<file path="config.mk">
export PLATFORM = sky130hd
export DESIGN_NAME = key_echo_uart_tx
export DESIGN_NICKNAME = d
export VERILOG_FILES = /design/src/rtl/key_echo_uart_tx.sv
export SDC_FILE = /design/constraint.sdc
export NUM_CORES = 1
export LEC_CHECK = 0
export BUFFER_PORTS_ARGS = -buffer_cell sky130_fd_sc_hd__buf_2
export CELL_PAD_IN_SITES_DETAIL_PLACEMENT = 1
export CELL_PAD_IN_SITES_GLOBAL_PLACEMENT = 1
export CORE_UTILIZATION = 50
export CTS_BUF_LIST = sky130_fd_sc_hd__clkbuf_8
export CTS_CLUSTER_DIAMETER = 120
export CTS_CLUSTER_SIZE = 40
export DETAILED_ROUTE_END_ITERATION = 12
export PLACE_DENSITY = 0.82
export SLEW_MARGIN = 30
export SYNTH_ARGS = -nofsm -noshare
export SYNTH_HDL_FRONTEND = slang
export SYNTH_SLANG_ARGS = --single-unit
export TNS_END_PERCENT = 1
</file>
<file path="constraint.sdc">
create_clock -name clk -period 2.96 [get_ports clk]
set_input_delay 0.592 -clock clk [delete_from_list [all_inputs] [get_ports clk]]
set_output_delay 0.592 -clock clk [all_outputs]
set_load 0.05 [all_outputs]
</file>
<file path="src/rtl/key_echo_uart_tx.sv">
// Echoes accepted direction/turbo key events as 8N1 UART frames through a small event FIFO.
// Define ECHO_CRLF_EN to follow every echoed byte with a CR (0x0D) and LF (0x0A) frame.
module key_echo_uart_tx #(
   parameter int CLKS_PER_BIT = 868,
   parameter int FIFO_DEPTH   = 4
) (
   input  logic       clk,
   input  logic       rst,
   input  logic [7:0] key,
   input  logic       turbo_button,
   output logic       tx,
   output logic       busy,
   output logic       overflow
);
   localparam int AW = $clog2(FIFO_DEPTH);
   localparam int CW = AW + 1;
   localparam logic [15:0]   BAUD_LAST = 16'(CLKS_PER_BIT - 1);
   localparam logic [CW-1:0] FULL_CNT  = CW'(FIFO_DEPTH);
   localparam logic [CW-1:0] CNT_ONE   = CW'(1);
   localparam logic [AW-1:0] PTR_ONE   = AW'(1);

   typedef enum logic [2:0] {
      IDLE  = 3'd0,
      START = 3'd1,
      DATA  = 3'd2,
      STOP  = 3'd3
`ifdef ECHO_CRLF_EN
      , SUFFIX = 3'd4
`endif
   } state_t;

   logic [7:0]    key_prev_r;
   logic          turbo_prev_r;
   logic          key_evt_r;
   logic          turbo_evt_r;
   logic          turbo_pending_r;
   logic [7:0]    mem_r [FIFO_DEPTH];
   logic [AW-1:0] wr_ptr_r;
   logic [AW-1:0] rd_ptr_r;
   logic [CW-1:0] count_r;
   state_t        state_r;
   logic [15:0]   baud_r;
   logic [2:0]    bit_r;
   logic [7:0]    shift_r;
   logic          tx_r;
   logic          busy_r;
   logic          overflow_r;
`ifdef ECHO_CRLF_EN
   logic [1:0]    sfx_r;
   logic [1:0]    sfx_s;
`endif

   logic          wr_req_s;
   logic [7:0]    wr_data_s;
   logic          pending_s;
   logic          full_s;
   logic          empty_s;
   logic          wr_en_s;
   logic          pop_s;
   logic [CW-1:0] count_s;
   state_t        state_s;
   logic [15:0]   baud_s;
   logic [2:0]    bit_s;
   logic [7:0]    shift_s;
   logic          tx_s;
   logic          busy_s;

   assign full_s  = (count_r == FULL_CNT);
   assign empty_s = (count_r == {CW{1'b0}});
   assign wr_en_s = wr_req_s & ~full_s;

   // Registered event detection; key_prev_r holds the key that a key event writes.
   always_ff @(posedge clk) begin
      if (rst) begin
         key_prev_r   <= 8'h00;
         turbo_prev_r <= 1'b0;
         key_evt_r    <= 1'b0;
         turbo_evt_r  <= 1'b0;
      end else begin
         key_prev_r   <= key;
         turbo_prev_r <= turbo_button;
         key_evt_r    <= (key != key_prev_r);
         turbo_evt_r  <= turbo_button & ~turbo_prev_r;
      end
   end

   // Write arbitration: key first, turbo deferred into a single merged pending slot.
   always_comb begin
      wr_req_s  = 1'b0;
      wr_data_s = key_prev_r;
      pending_s = turbo_pending_r;
      if (key_evt_r) begin
         wr_req_s  = 1'b1;
         wr_data_s = key_prev_r;
         if (turbo_evt_r) begin
            pending_s = 1'b1;
         end else begin
            pending_s = turbo_pending_r;
         end
      end else if (turbo_evt_r || turbo_pending_r) begin
         wr_req_s  = 1'b1;
         wr_data_s = 8'h35;
         pending_s = 1'b0;
      end else begin
         wr_req_s  = 1'b0;
      end
   end

   // TX FSM next-state, shift/baud counters and FIFO occupancy.
   always_comb begin
      state_s = state_r;
      baud_s  = baud_r + 16'd1;
      bit_s   = bit_r;
      shift_s = shift_r;
      tx_s    = tx_r;
      pop_s   = 1'b0;
`ifdef ECHO_CRLF_EN
      sfx_s   = sfx_r;
`endif
      case (state_r)
         IDLE: begin
            tx_s   = 1'b1;
            baud_s = 16'd0;
            if (!empty_s) begin
               pop_s   = 1'b1;
               shift_s = mem_r[rd_ptr_r];
               tx_s    = 1'b0;
               state_s = START;
            end else begin
               state_s = IDLE;
            end
         end
         START: begin
            if (baud_r == BAUD_LAST) begin
               state_s = DATA;
               baud_s  = 16'd0;
               bit_s   = 3'd0;
               tx_s    = shift_r[0];
            end else begin
               tx_s    = 1'b0;
            end
         end
         DATA: begin
            if (baud_r == BAUD_LAST) begin
               baud_s = 16'd0;
               if (bit_r == 3'd7) begin
                  state_s = STOP;
                  tx_s    = 1'b1;
               end else begin
                  bit_s   = bit_r + 3'd1;
                  shift_s = {1'b0, shift_r[7:1]};
                  tx_s    = shift_r[1];
               end
            end else begin
               tx_s = shift_r[0];
            end
         end
         STOP: begin
            tx_s = 1'b1;
            if (baud_r == BAUD_LAST) begin
               baud_s = 16'd0;
`ifdef ECHO_CRLF_EN
               if (sfx_r == 2'd2) begin
                  state_s = IDLE;
                  sfx_s   = 2'd0;
               end else begin
                  state_s = SUFFIX;
               end
`else
               state_s = IDLE;
`endif
            end else begin
               state_s = STOP;
            end
         end
`ifdef ECHO_CRLF_EN
         SUFFIX: begin
            // One idle-level cycle, then launch CR or LF.
            baud_s  = 16'd0;
            shift_s = (sfx_r == 2'd0) ? 8'h0D : 8'h0A;
            sfx_s   = sfx_r + 2'd1;
            tx_s    = 1'b0;
            state_s = START;
         end
`endif
         default: begin
            state_s = IDLE;
            baud_s  = 16'd0;
            tx_s    = 1'b1;
         end
      endcase

      case ({wr_en_s, pop_s})
         2'b10:   count_s = count_r + CNT_ONE;
         2'b01:   count_s = count_r - CNT_ONE;
         default: count_s = count_r;
      endcase
      busy_s = (count_s != {CW{1'b0}}) || (state_s != IDLE);
   end

   // FIFO storage; emptiness is governed by the reset pointers and count.
   always_ff @(posedge clk) begin
      if (wr_en_s) begin
         mem_r[wr_ptr_r] <= wr_data_s;
      end
   end

   // State and output registers.
   always_ff @(posedge clk) begin
      if (rst) begin
         turbo_pending_r <= 1'b0;
         wr_ptr_r        <= {AW{1'b0}};
         rd_ptr_r        <= {AW{1'b0}};
         count_r         <= {CW{1'b0}};
         state_r         <= IDLE;
         baud_r          <= 16'd0;
         bit_r           <= 3'd0;
         shift_r         <= 8'h00;
         tx_r            <= 1'b1;
         busy_r          <= 1'b0;
         overflow_r      <= 1'b0;
`ifdef ECHO_CRLF_EN
         sfx_r           <= 2'd0;
`endif
      end else begin
         turbo_pending_r <= pending_s;
         wr_ptr_r        <= wr_en_s ? (wr_ptr_r + PTR_ONE) : wr_ptr_r;
         rd_ptr_r        <= pop_s ? (rd_ptr_r + PTR_ONE) : rd_ptr_r;
         count_r         <= count_s;
         state_r         <= state_s;
         baud_r          <= baud_s;
         bit_r           <= bit_s;
         shift_r         <= shift_s;
         tx_r            <= tx_s;
         busy_r          <= busy_s;
         overflow_r      <= wr_req_s & full_s;
`ifdef ECHO_CRLF_EN
         sfx_r           <= sfx_s;
`endif
      end
   end

   assign tx       = tx_r;
   assign busy     = busy_r;
   assign overflow = overflow_r;
endmodule

</file>
Word-level counts from Yosys, hierarchy flattened
Memory sizes are Yosys's and may differ from the RTL's. A register that Yosys moved wholly into a read port is not among the register bits. Cells that the tools add are included. Widths: inputs -> output; s select.

Output and inout bits: 3. RAM bits: 32. Bits in registers: 52. Memories: 1. Input bits: 11.

Add/sub/neg operators: 6. Mux-type cells: 33. Reduce and logical (&&, ||, !) cells: 14. Eq/ne operators: 14. Bitwise operators: 6.

Memory list: mem_r (depth 4, width 8, rd ports 1, clocked after Yosys merged registers in 1, wr ports 1, RTL line 37) `logic [7:0] mem_r [FIFO_DEPTH];`.

Operators by type and width (number): $mux 8 (5); $mux 3 (6); $add 16x1->16 const B (1); $eq 16x10->1 const B (1); $pmux 8 s2 (1); $mux 1 (14); $pmux 3 s2 (2); $pmux 3 s4 (1); $ne 2x2->1 const B (4); $ne 8x8->1 (1); $reduce_and 4->1 (2); $add 3x1->3 const B (2); $eq 3x2->1 const B (2); $eq 3x3->1 const B (2); $logic_not 3->1 (2); $mux 2 (3); $reduce_bool 2->1 (3); $reduce_bool 3->1 (2); $reduce_or 3->1 (2); $add 2x1->2 const B (2); $and 1x1->1 (3); $eq 3x1->1 const B (1); $not 1->1 (3); $pmux 1 s3 (1); other kinds (6) (7).

Logic depth before layout (Yosys ltp)
Gate-level depths: netlist of run 1.

Word-level depth: 8. Depth in mapped cells: 12. Mapped depth without buffers: 10.

Worst setup path after synthesis of run 1
No wires, ideal clock.

Path kind: reg2reg. Start point: register state_r[0]. End point: register busy_r (netlist: busy). Setup slack: 274 ps. Data required time: 2881 ps. Setup time: 79 ps. Arrival time: 2607 ps. Stages on the path, launching flop included: 13. Cell sequence: dfxtp_1 -> clkbuf_1 -> nor3_1 -> nand2_1 -> inv_1 -> clkbuf_1 -> ha_1 -> inv_1 -> fa_1 -> xor2_1 -> or3_1 -> a41o_1 -> o211ai_1.

Word-level cells in the longest chain between the ends: 6. Elaborated cells between the ends (all ways): 15.

Ends and longest elaborated chain: start: declaration (RTL line 41) `state_t state_r;`; start signal: assignment (RTL line 230) `state_r <= state_s;`; $logic_not 3->1 (*) (RTL line 120) `case (state_r)`; $mux 1 (*) (RTL line 120); named net pop_s (RTL line 59) `logic pop_s;`; $eq 2x1->1 / $eq 2x2->1 (equally long branches) (RTL line 193) `case ({wr_en_s, pop_s})`; $pmux 3 s2 (*) (RTL line 193); $reduce_bool 3->1 (*) (RTL line 198) `busy_s = (count_s != {CW{1'b0}}) || (state_s != IDLE);`; $logic_or 1x1->1 (*) (RTL line 198); end signal: assignment (RTL line 235) `busy_r <= busy_s;`; end: declaration (RTL line 46) `logic busy_r;`.

The timed path passes the listed nets; every way through them passes the cells marked *. A chain may end at the register's enable or synchronous reset.

Final worst setup path of run 1
Start point: register state_r[0]. End point: register busy_r (netlist: busy).

Word-level cells in the longest chain between the ends: 6. Elaborated cells between the ends (all ways): 15.

Ends and longest elaborated chain (RTL line): $logic_not 3->1 (120); $mux 1 (120); $eq 2x1->1 / $eq 2x2->1 (equally long branches) (193); $pmux 3 s2 (193); $reduce_bool 3->1 (198); $logic_or 1x1->1 (*) (198).

Every way passes the cells marked *; elsewhere a longest branch is shown, timed or not.

==> flow_summary.rst, run 1 <==
.. list-table::
   :header-rows: 1

   * - Metric
     - Value
   * - Outcome
     - complete, no violations
   * - Global router's overall resource usage
     - 0.232
   * - Number of library cell types mapped by synthesis
     - between 40 and 50
   * - Number of instances on the worst hold path
     - 1
   * - Met2 track demand over resource in global routing
     - 0.377
   * - Netlist area before placement
     - between 3000 and 4000 µm²
   * - Number of sinks on the clock net
     - 86
   * - Min Clock Period, post-route
     - 2.52 ns
   * - Vias post-DR
     - roughly 2400
   * - Later-pin clock latency in the skew report
     - about 0.35 ns
   * - GRT Residual Overflow
     - 0
   * - Highest-utilization routing layer at the global route stage
     - met2
   * - Buffer type at the clock tree root
     - sky130_fd_sc_hd__clkbuf_8
   * - Antenna violations before repair
     - 0
   * - Switching power
     - roughly 0.91 mW
   * - Sequential element share of the synthesized area
     - 0.566
   * - Critical path peak fanout
     - 11
   * - Via density per instance
     - about 5.6
   * - Combinational share of power
     - 0.215
   * - Leading area contributor after synthesis
     - sky130_fd_sc_hd__dfxtp_1
   * - Die height
     - around 87 µm
   * - Gate Count Post-Synth
     - around 310
   * - Leading cell type by number of instances after synthesis
     - sky130_fd_sc_hd__dfxtp_1
   * - Post-route clock period utilization
     - 0.852
   * - Area overhead of the layout relative to synthesis
     - 10.1%
   * - Net switching fraction of the power
     - 0.305
   * - Nets@finish
     - around 350
   * - Initial Utilization
     - 0.525
   * - Total setup violations reported at the end of the flow
     - 0
   * - Maximum frequency from static timing analysis
     - around 400 MHz
   * - Largest voltage drop on the vdd net
     - between 0.0004 and 0.0005 V
   * - Source of the worst hold timing path
     - turbo_prev_r$_SDFF_PP0_
   * - First-pass GRT wire length
     - 12.7 mm
   * - Slew @ Worst Pin
     - approximately 0.75 ns
   * - Number of flip-flops and latches in the synthesized netlist
     - 86
   * - Final weighted congestion of routability-driven global placement
     - 0.725
   * - Fraction of post-synthesis cell area in the top cell type by area
     - 0.300
   * - Final-report hold violation count
     - 0
   * - WHS Endpoint
     - turbo_evt_r$_SDFF_PP0_
   * - Layout cells sized above 1
     - 0.163
   * - Overall Power
     - ~3 mW
   * - Post-Syn Nets
     - 334
   * - Data required time of the worst path
     - about 3.2 ns
   * - Capturing point of the worst reg2reg path
     - busy$_SDFF_PP0_
   * - Maximum number of pins on one net before global-route repair
     - 37
   * - Internal
     - between 2 and 2.5 mW
   * - Initial detailed-routing violation count
     - 97
   * - Tightest slew margin relative to the limit
     - 0.501
   * - Fraction of power consumed by the clock network
     - 0.269
   * - Global-route met1 utilization
     - 0.289
   * - Sort of element at the start of the critical path
     - register
   * - CP arrival
     - ~2.8 ns
   * - Number of routed nets with antenna violations
     - 0
   * - Detailed-placement wirelength estimate
     - between 5 and 6 mm
   * - Post-CTS Setup Inserts
     - 0
   * - Power Dens Cells
     - ~750 nW/µm²
   * - Area of the die
     - approximately 7600 µm²
   * - Static leakage
     - approximately 1.4 nW
   * - Maximum clock skew at final layout
     - roughly 0.0090 ns
   * - Final slew viol count
     - 0
   * - PortBufs
     - 13
   * - Max_cap viols
     - 0
   * - Reg clk slew, reported paths
     - 0.09 ns
   * - Post-Route WL
     - 7.70 mm
   * - Number of buffers added to fix hold violations after cts
     - 0
   * - Async set-reset flop share out of synthesis
     - 0
   * - Critical path endpoint category
     - register
   * - Width of the die
     - 87.0 µm
   * - Crit path kind
     - register to register
   * - Mean instance size in the synthesized netlist
     - between 10 and 15 µm²
   * - Met3 capacity usage during global routing
     - 0.0569
   * - Reg-to-Reg Start
     - state_r[0]$_SDFF_PP0_
   * - Hold WS
     - 0.387 ns
   * - Final instance area
     - about 4000 µm²
   * - Count of warnings emitted by yosys
     - 0
   * - CTS resizes
     - 0
   * - Filler Cell Count
     - between 700 and 800
   * - Placeable core area
     - approximately 7000 µm²
   * - R2R cell count
     - 10
   * - Reg power frac
     - 0.516
   * - Path type of the worst min-delay path
     - register to register
   * - Pre-Repair DR Iteration Count
     - 4
   * - Synth top cells by count
     - sky130_fd_sc_hd__dfxtp_1, sky130_fd_sc_hd__edfxtp_1, sky130_fd_sc_hd__nor2_1, sky130_fd_sc_hd__inv_1, sky130_fd_sc_hd__a21oi_1
   * - Wirelength per Cell
     - 17.8 µm
   * - Fin util
     - 0.578
   * - Cell Rows
     - 30
   * - RSZ-0062 raised after global routing
     - false
   * - Vias in the first global route
     - 2525
   * - Maximum number of buffers from clock root to sink
     - 2
   * - Inserted Clock Buffers
     - 9
   * - IO Pins
     - 14
   * - Setup TNS after final layout
     - 0 ns
   * - TritonCTS clock tree
     - built
   * - Inserted Diodes
     - 0
   * - Number of synthesized flops with an enable pin
     - 32
   * - Maximum level of the CTS H-tree
     - 3
   * - R2R setup slack
     - approximately 0.44 ns
   * - Number of remaining DRC errors
     - 0
   * - Leading cell types by total area after synthesis
     - sky130_fd_sc_hd__dfxtp_1, sky130_fd_sc_hd__edfxtp_1, sky130_fd_sc_hd__mux4_2, sky130_fd_sc_hd__xor2_1, sky130_fd_sc_hd__nor2_1
   * - Area after detailed placement
     - about 3800 µm²
   * - Dominant synthesized flop cell
     - sky130_fd_sc_hd__dfxtp_1
-- routing by layer --
layer	vias up	wire length, µm
met5	-	0
met4	0	193
met3	13	257
met2	44	3880
met1	1197	3370
li1	1157	-
-- cell families after synthesis --
logic type,count (synthesis),synth area share
AO/OA/AOI/OAI,47,0.0898
XOR/XNOR,24,0.0583
adder cells (fa/ha/maj),9,0.0333
buffers and inverters,31,0.0343
flip-flops,86,0.566
multiplexers,11,0.0589
other,1,0.00104
AND/OR/NAND/NOR,105,0.158
-- stage by stage --
| step | std cells | worst slack (ns) |
|---|---|---|
| CTS | 433 | 0.447 |
| global route | 433 | 0.291 |
| floorplan | 314 | 0.274 |
| finish | 433 | 0.437 |
| detailed placement | 417 | 0.497 |
| global placement | 417 | 0.617 |
-- power groups by stage --
stage                     Clock [mW]  Sequential, mW  Combinational (mW)
after floorplan                    0            1.53               0.479
after global placement             0            1.55               0.592
after detailed placement           0            1.57               0.631
after CTS                      0.827            1.55               0.648
after global routing           0.870            1.57               0.702
final                          0.807            1.54               0.643
-- final cells by class --
class,instances,area (µm²),share of cell area
inverter,20,75.1,0.0189
clock inverter,7,66.3,0.0167
timing repair buffer,18,103,0.0258
multi-input combinational,197,1440,0.363
sequential,86,2040,0.514
clock buffer,9,124,0.0312
tap,96,120,0.0302
-- layout by cell type, fill, tap and decap left out, types with 3 or more instances in the layout --
cell	count
sky130_fd_sc_hd__nor3_1	5
sky130_fd_sc_hd__nor2b_1	10
sky130_fd_sc_hd__o221a_2	6
sky130_fd_sc_hd__dfxtp_1	54
sky130_fd_sc_hd__nor4_1	6
sky130_fd_sc_hd__nand2b_1	4
sky130_fd_sc_hd__nor2_1	28
sky130_fd_sc_hd__nand3b_1	3
sky130_fd_sc_hd__buf_2	13
sky130_fd_sc_hd__nand4_1	3
sky130_fd_sc_hd__buf_4	5
sky130_fd_sc_hd__and2_1	8
sky130_fd_sc_hd__a21oi_1	19
sky130_fd_sc_hd__clkbuf_8	9
sky130_fd_sc_hd__xor2_1	13
sky130_fd_sc_hd__or3_1	6
sky130_fd_sc_hd__nor3b_1	3
sky130_fd_sc_hd__inv_1	21
sky130_fd_sc_hd__nand2_1	10
sky130_fd_sc_hd__nand3_1	9
sky130_fd_sc_hd__mux4_2	8
sky130_fd_sc_hd__ha_1	8
sky130_fd_sc_hd__edfxtp_1	32
sky130_fd_sc_hd__xnor2_1	11
sky130_fd_sc_hd__o21ai_0	11
sky130_fd_sc_hd__or2_2	3
-- sequential cells by signal (all words and copies together), names as in the netlist, 2 cells and up, named ones only --
register / count
baud_r: 16
count_r: 3
mem_r: 32
rd_ptr_r: 2
key_prev_r: 8
shift_r: 8
state_r: 3
bit_r: 3
wr_ptr_r: 2
-- how the worst max path moves through the flow --
stage | to | slack [ns] | startpoint
floorplan | busy$_SDFF_PP0_ | 0.27 | state_r[0]$_SDFF_PP0_
global placement | busy$_SDFF_PP0_ | 0.62 | state_r[0]$_SDFF_PP0_
detailed placement | busy$_SDFF_PP0_ | 0.50 | state_r[0]$_SDFF_PP0_
CTS | busy$_SDFF_PP0_ | 0.45 | state_r[0]$_SDFF_PP0_
global route | busy$_SDFF_PP0_ | 0.29 | state_r[0]$_SDFF_PP0_
finish | busy$_SDFF_PP0_ | 0.44 | state_r[0]$_SDFF_PP0_
-- worst max-delay path: stages, from the launching register on --
cell and delay, ns:
sky130_fd_sc_hd__dfxtp_1 0.43, sky130_fd_sc_hd__nor3_1 0.27, sky130_fd_sc_hd__nand2_1 0.18, sky130_fd_sc_hd__inv_1 0.13, sky130_fd_sc_hd__ha_1 0.20, sky130_fd_sc_hd__inv_1 0.07, sky130_fd_sc_hd__fa_1 0.38, sky130_fd_sc_hd__xor2_1 0.16
sky130_fd_sc_hd__or3_1 0.33, sky130_fd_sc_hd__a41o_1 0.23, sky130_fd_sc_hd__o211ai_1 0.07
(Power assumes the default switching activity.)
==> run 2, diff against run 1 <==
==> constraint.sdc (replaced) <==
create_clock -name clk -period 3.1 [get_ports clk]
set_input_delay 0.62 -clock clk [delete_from_list [all_inputs] [get_ports clk]]
set_output_delay 0.62 -clock clk [all_outputs]
set_load 0.05 [all_outputs]
==> flow_summary.rst, run 2 (synthesis results as in run 1) <==
.. list-table::
   :header-rows: 1

   * - Metric
     - Value
   * - Outcome
     - complete, no violations
   * - Sequential cell area
     - 2040 µm² (unchanged)
   * - Filler Cell Count
     - 742 (-2.2%)
   * - Number of buffers and inverters on the critical path
     - 2 (unchanged)
   * - RSZ-0062 raised after global routing
     - false
   * - Antenna violations before repair
     - 0 (unchanged)
   * - Post-Route WL
     - 7.46 mm (-3.1%)
   * - Total setup violations reported at the end of the flow
     - 0 (unchanged)
   * - Placeable core area
     - 6870 µm² (unchanged)
   * - Crit path kind
     - register to register
   * - Maximum level of the CTS H-tree
     - 3 (unchanged)
   * - Setup TNS after final layout
     - 0 ns (unchanged)
   * - Combinational share of power
     - 0.216 (about the same)
   * - Reg clk slew, reported paths
     - 0.09 ns (about the same)
   * - Number of sinks on the clock net
     - 86 (unchanged)
   * - Maximum number of buffers from clock root to sink
     - 2 (unchanged)
   * - Total area of multi-input combinational cells
     - 1440 µm² (unchanged)
   * - Number of routed nets with antenna violations
     - 0 (unchanged)
   * - Fin util
     - 0.574 (-0.00401)
   * - Vias in the first global route
     - 2574 (+1.9%)
   * - Global router's overall resource usage
     - 0.225 (-0.00627)
   * - Post-route clock period utilization
     - 0.926 (+0.0740)
   * - Area of the die
     - 7560 µm² (unchanged)
   * - Final slew viol count
     - 0 (unchanged)
   * - Most repeated library cell on the critical path
     - sky130_fd_sc_hd__inv_1
   * - Fraction of power consumed by the clock network
     - 0.258 (-0.011)
   * - Most frequent standard cell in the layout excluding fill and tap cells
     - sky130_fd_sc_hd__dfxtp_1
   * - Final-report hold violation count
     - 0 (unchanged)
   * - First-pass GRT wire length
     - 12.6 mm (-0.39%)
   * - Largest voltage drop on the vdd net
     - 0.000426 V (+4.2%)
   * - Slowest CP cell
     - sky130_fd_sc_hd__dfxtp_1
   * - Tightest slew margin relative to the limit
     - 0.501 (about the same)
   * - Static leakage
     - 1.39 nW (-0.87%)
   * - CTS resizes
     - 0 (unchanged)
   * - Number of flip-flops under the largest register name
     - 32 (unchanged)
   * - Buffer type at the clock tree root
     - sky130_fd_sc_hd__clkbuf_8
   * - Maximum cell stage delay along the critical path
     - 0.43 ns (about the same)
   * - Inserted Clock Buffers
     - 9 (unchanged)
   * - Cell Rows
     - 30 (unchanged)
   * - CP arrival
     - 3.14 ns (+0.34 ns)
   * - Detailed-placement wirelength estimate
     - 5.52 mm (+2.9%)
   * - Sort of element at the start of the critical path
     - register
   * - Min Clock Period, post-route
     - 2.87 ns (+0.349 ns)
   * - Layout cells sized above 1
     - 0.161 (-0.00201)
   * - Internal
     - 1.91 mW (-8.1%)
   * - Net switching fraction of the power
     - 0.314 (+0.00895)
   * - Series of cell instances along the critical path
     - nor3_1 > nand2_1 > inv_1 > ha_1 > inv_1 > fa_1 > xor2_1 > or3_1 > a41o_1 > o211ai_1
   * - Final instance area
     - 3950 µm² (-0.69%)
   * - PortBufs
     - 13 (unchanged)
   * - Vias post-DR
     - 2363 (-2.0%)
   * - Critical path peak fanout
     - 11 (unchanged)
   * - Reg power frac
     - 0.526 (+0.010)
   * - Commonest cells after routing, fill and taps aside
     - sky130_fd_sc_hd__dfxtp_1, sky130_fd_sc_hd__edfxtp_1, sky130_fd_sc_hd__nor2_1
   * - Initial Utilization
     - 0.525 (unchanged)
   * - Post-CTS Setup Inserts
     - 0 (unchanged)
   * - Overall Power
     - 2.79 mW (-6.9%)
   * - Critical path endpoint category
     - register
   * - Area after detailed placement
     - 3770 µm² (-0.40%)
   * - Pre-Repair DR Iteration Count
     - 4 (unchanged)
   * - GRT Residual Overflow
     - 0 (unchanged)
   * - TritonCTS clock tree
     - built
   * - Number of buffers added to fix hold violations after cts
     - 0 (unchanged)
   * - Final weighted congestion of routability-driven global placement
     - 0.796 (+9.8%)
   * - Area overhead of the layout relative to synthesis
     - 9.33%
   * - Inserted Diodes
     - 0 (unchanged)
   * - Later-pin clock latency in the skew report
     - 0.35 ns (about the same)
   * - Wirelength per Cell
     - 17.3 µm (-2.7%)
   * - Max_cap viols
     - 0 (unchanged)
   * - Maximum frequency from static timing analysis
     - 348 MHz (-12%)
   * - Number of remaining DRC errors
     - 0 (unchanged)
   * - Data required time of the worst path
     - 3.37 ns (+0.13 ns)
   * - Largest registers in the final layout
     - mem_r (32), baud_r (16)
   * - IO Pins
     - 14 (unchanged)
   * - Switching power
     - 0.874 mW (-4.2%)
   * - Slew @ Worst Pin
     - 0.742 ns (-0.00421 ns)
   * - Maximum clock skew at final layout
     - 0.0103 ns (+0.00127 ns)
   * - Power Dens Cells
     - 706 nW/µm² (-6.3%)
   * - Via density per instance
     - 5.48 (-1.5%)
   * - Path type of the worst min-delay path
     - register to register
   * - CP delay by family, top
     - simple AND/OR/NAND/NOR gates
   * - Initial detailed-routing violation count
     - 106 (+9.3%)
   * - Reg with most FFs
     - mem_r
   * - Maximum number of pins on one net before global-route repair
     - 37 (unchanged)
   * - Die height
     - 87.0 µm (unchanged)
   * - Width of the die
     - 87.0 µm (unchanged)
   * - Nets@finish
     - 350 (-0.57%)
-- run 2: cell types whose count changed in the layout (fill, tap and decap cells not counted) --
cell                         delta
sky130_fd_sc_hd__clkinvlp_4     -2
sky130_fd_sc_hd__buf_4          -2
sky130_fd_sc_hd__clkinv_2       -1
sky130_fd_sc_hd__inv_6          +3
sky130_fd_sc_hd__bufinv_16      -1
sky130_fd_sc_hd__inv_4          +1
sky130_fd_sc_hd__clkinv_4       +1
sky130_fd_sc_hd__inv_1          -1
-- run 2: final cells by class --
class | count | area share
Clock inverter | 7 | 0.0136
Clock buffer | 9 | 0.0314
Inverter | 20 | 0.0190
Tap cell | 96 | 0.0304
Multi-Input combinational cell | 197 | 0.366
Sequential cell | 86 | 0.518
Timing Repair Buffer | 16 | 0.0222
-- run 2: layer usage --
layer / vias to the layer above / share of wire / GRT usage
met2: 44 / 0.51 / 0.381
li1: 1147 / - / -
met1: 1151 / 0.44 / 0.272
met3: 21 / 0.027 / 0.0578
met5: - / 0 / 0
met4: 0 / 0.029 / 0.100
-- run 2: power groups by stage --
stage	registers (mW)	clock network, mW	logic (mW)
floorplan	1.46	0	0.457
global placement	1.48	0	0.558
detailed placement	1.49	0	0.603
CTS	1.47	0.737	0.609
global route	1.49	0.772	0.665
finish	1.47	0.719	0.600
-- run 2: path summary, 6_finish.rpt --
path | from | to | slack (ns) | cells past startpoint
worst max-delay path | state_r[0]$_SDFF_PP0_ | busy$_SDFF_PP0_ | 0.23 | 10
worst min-delay path | turbo_prev_r$_SDFF_PP0_ | turbo_evt_r$_SDFF_PP0_ | 0.40 | 1
worst max register to register | state_r[0]$_SDFF_PP0_ | busy$_SDFF_PP0_ | 0.23 | 10
worst min register to register | turbo_prev_r$_SDFF_PP0_ | turbo_evt_r$_SDFF_PP0_ | 0.40 | 1
-- run 2: metrics by stage --
step / hold WS (ns) / instances / setup slack [ns]
floorplan: 0.367 / 314 / 0.414
global placement: 0.373 / 415 / 0.513
detailed placement: 0.384 / 415 / 0.312
CTS: 0.397 / 431 / 0.253
global route: 0.432 / 431 / 0.0490
finish: 0.396 / 431 / 0.228
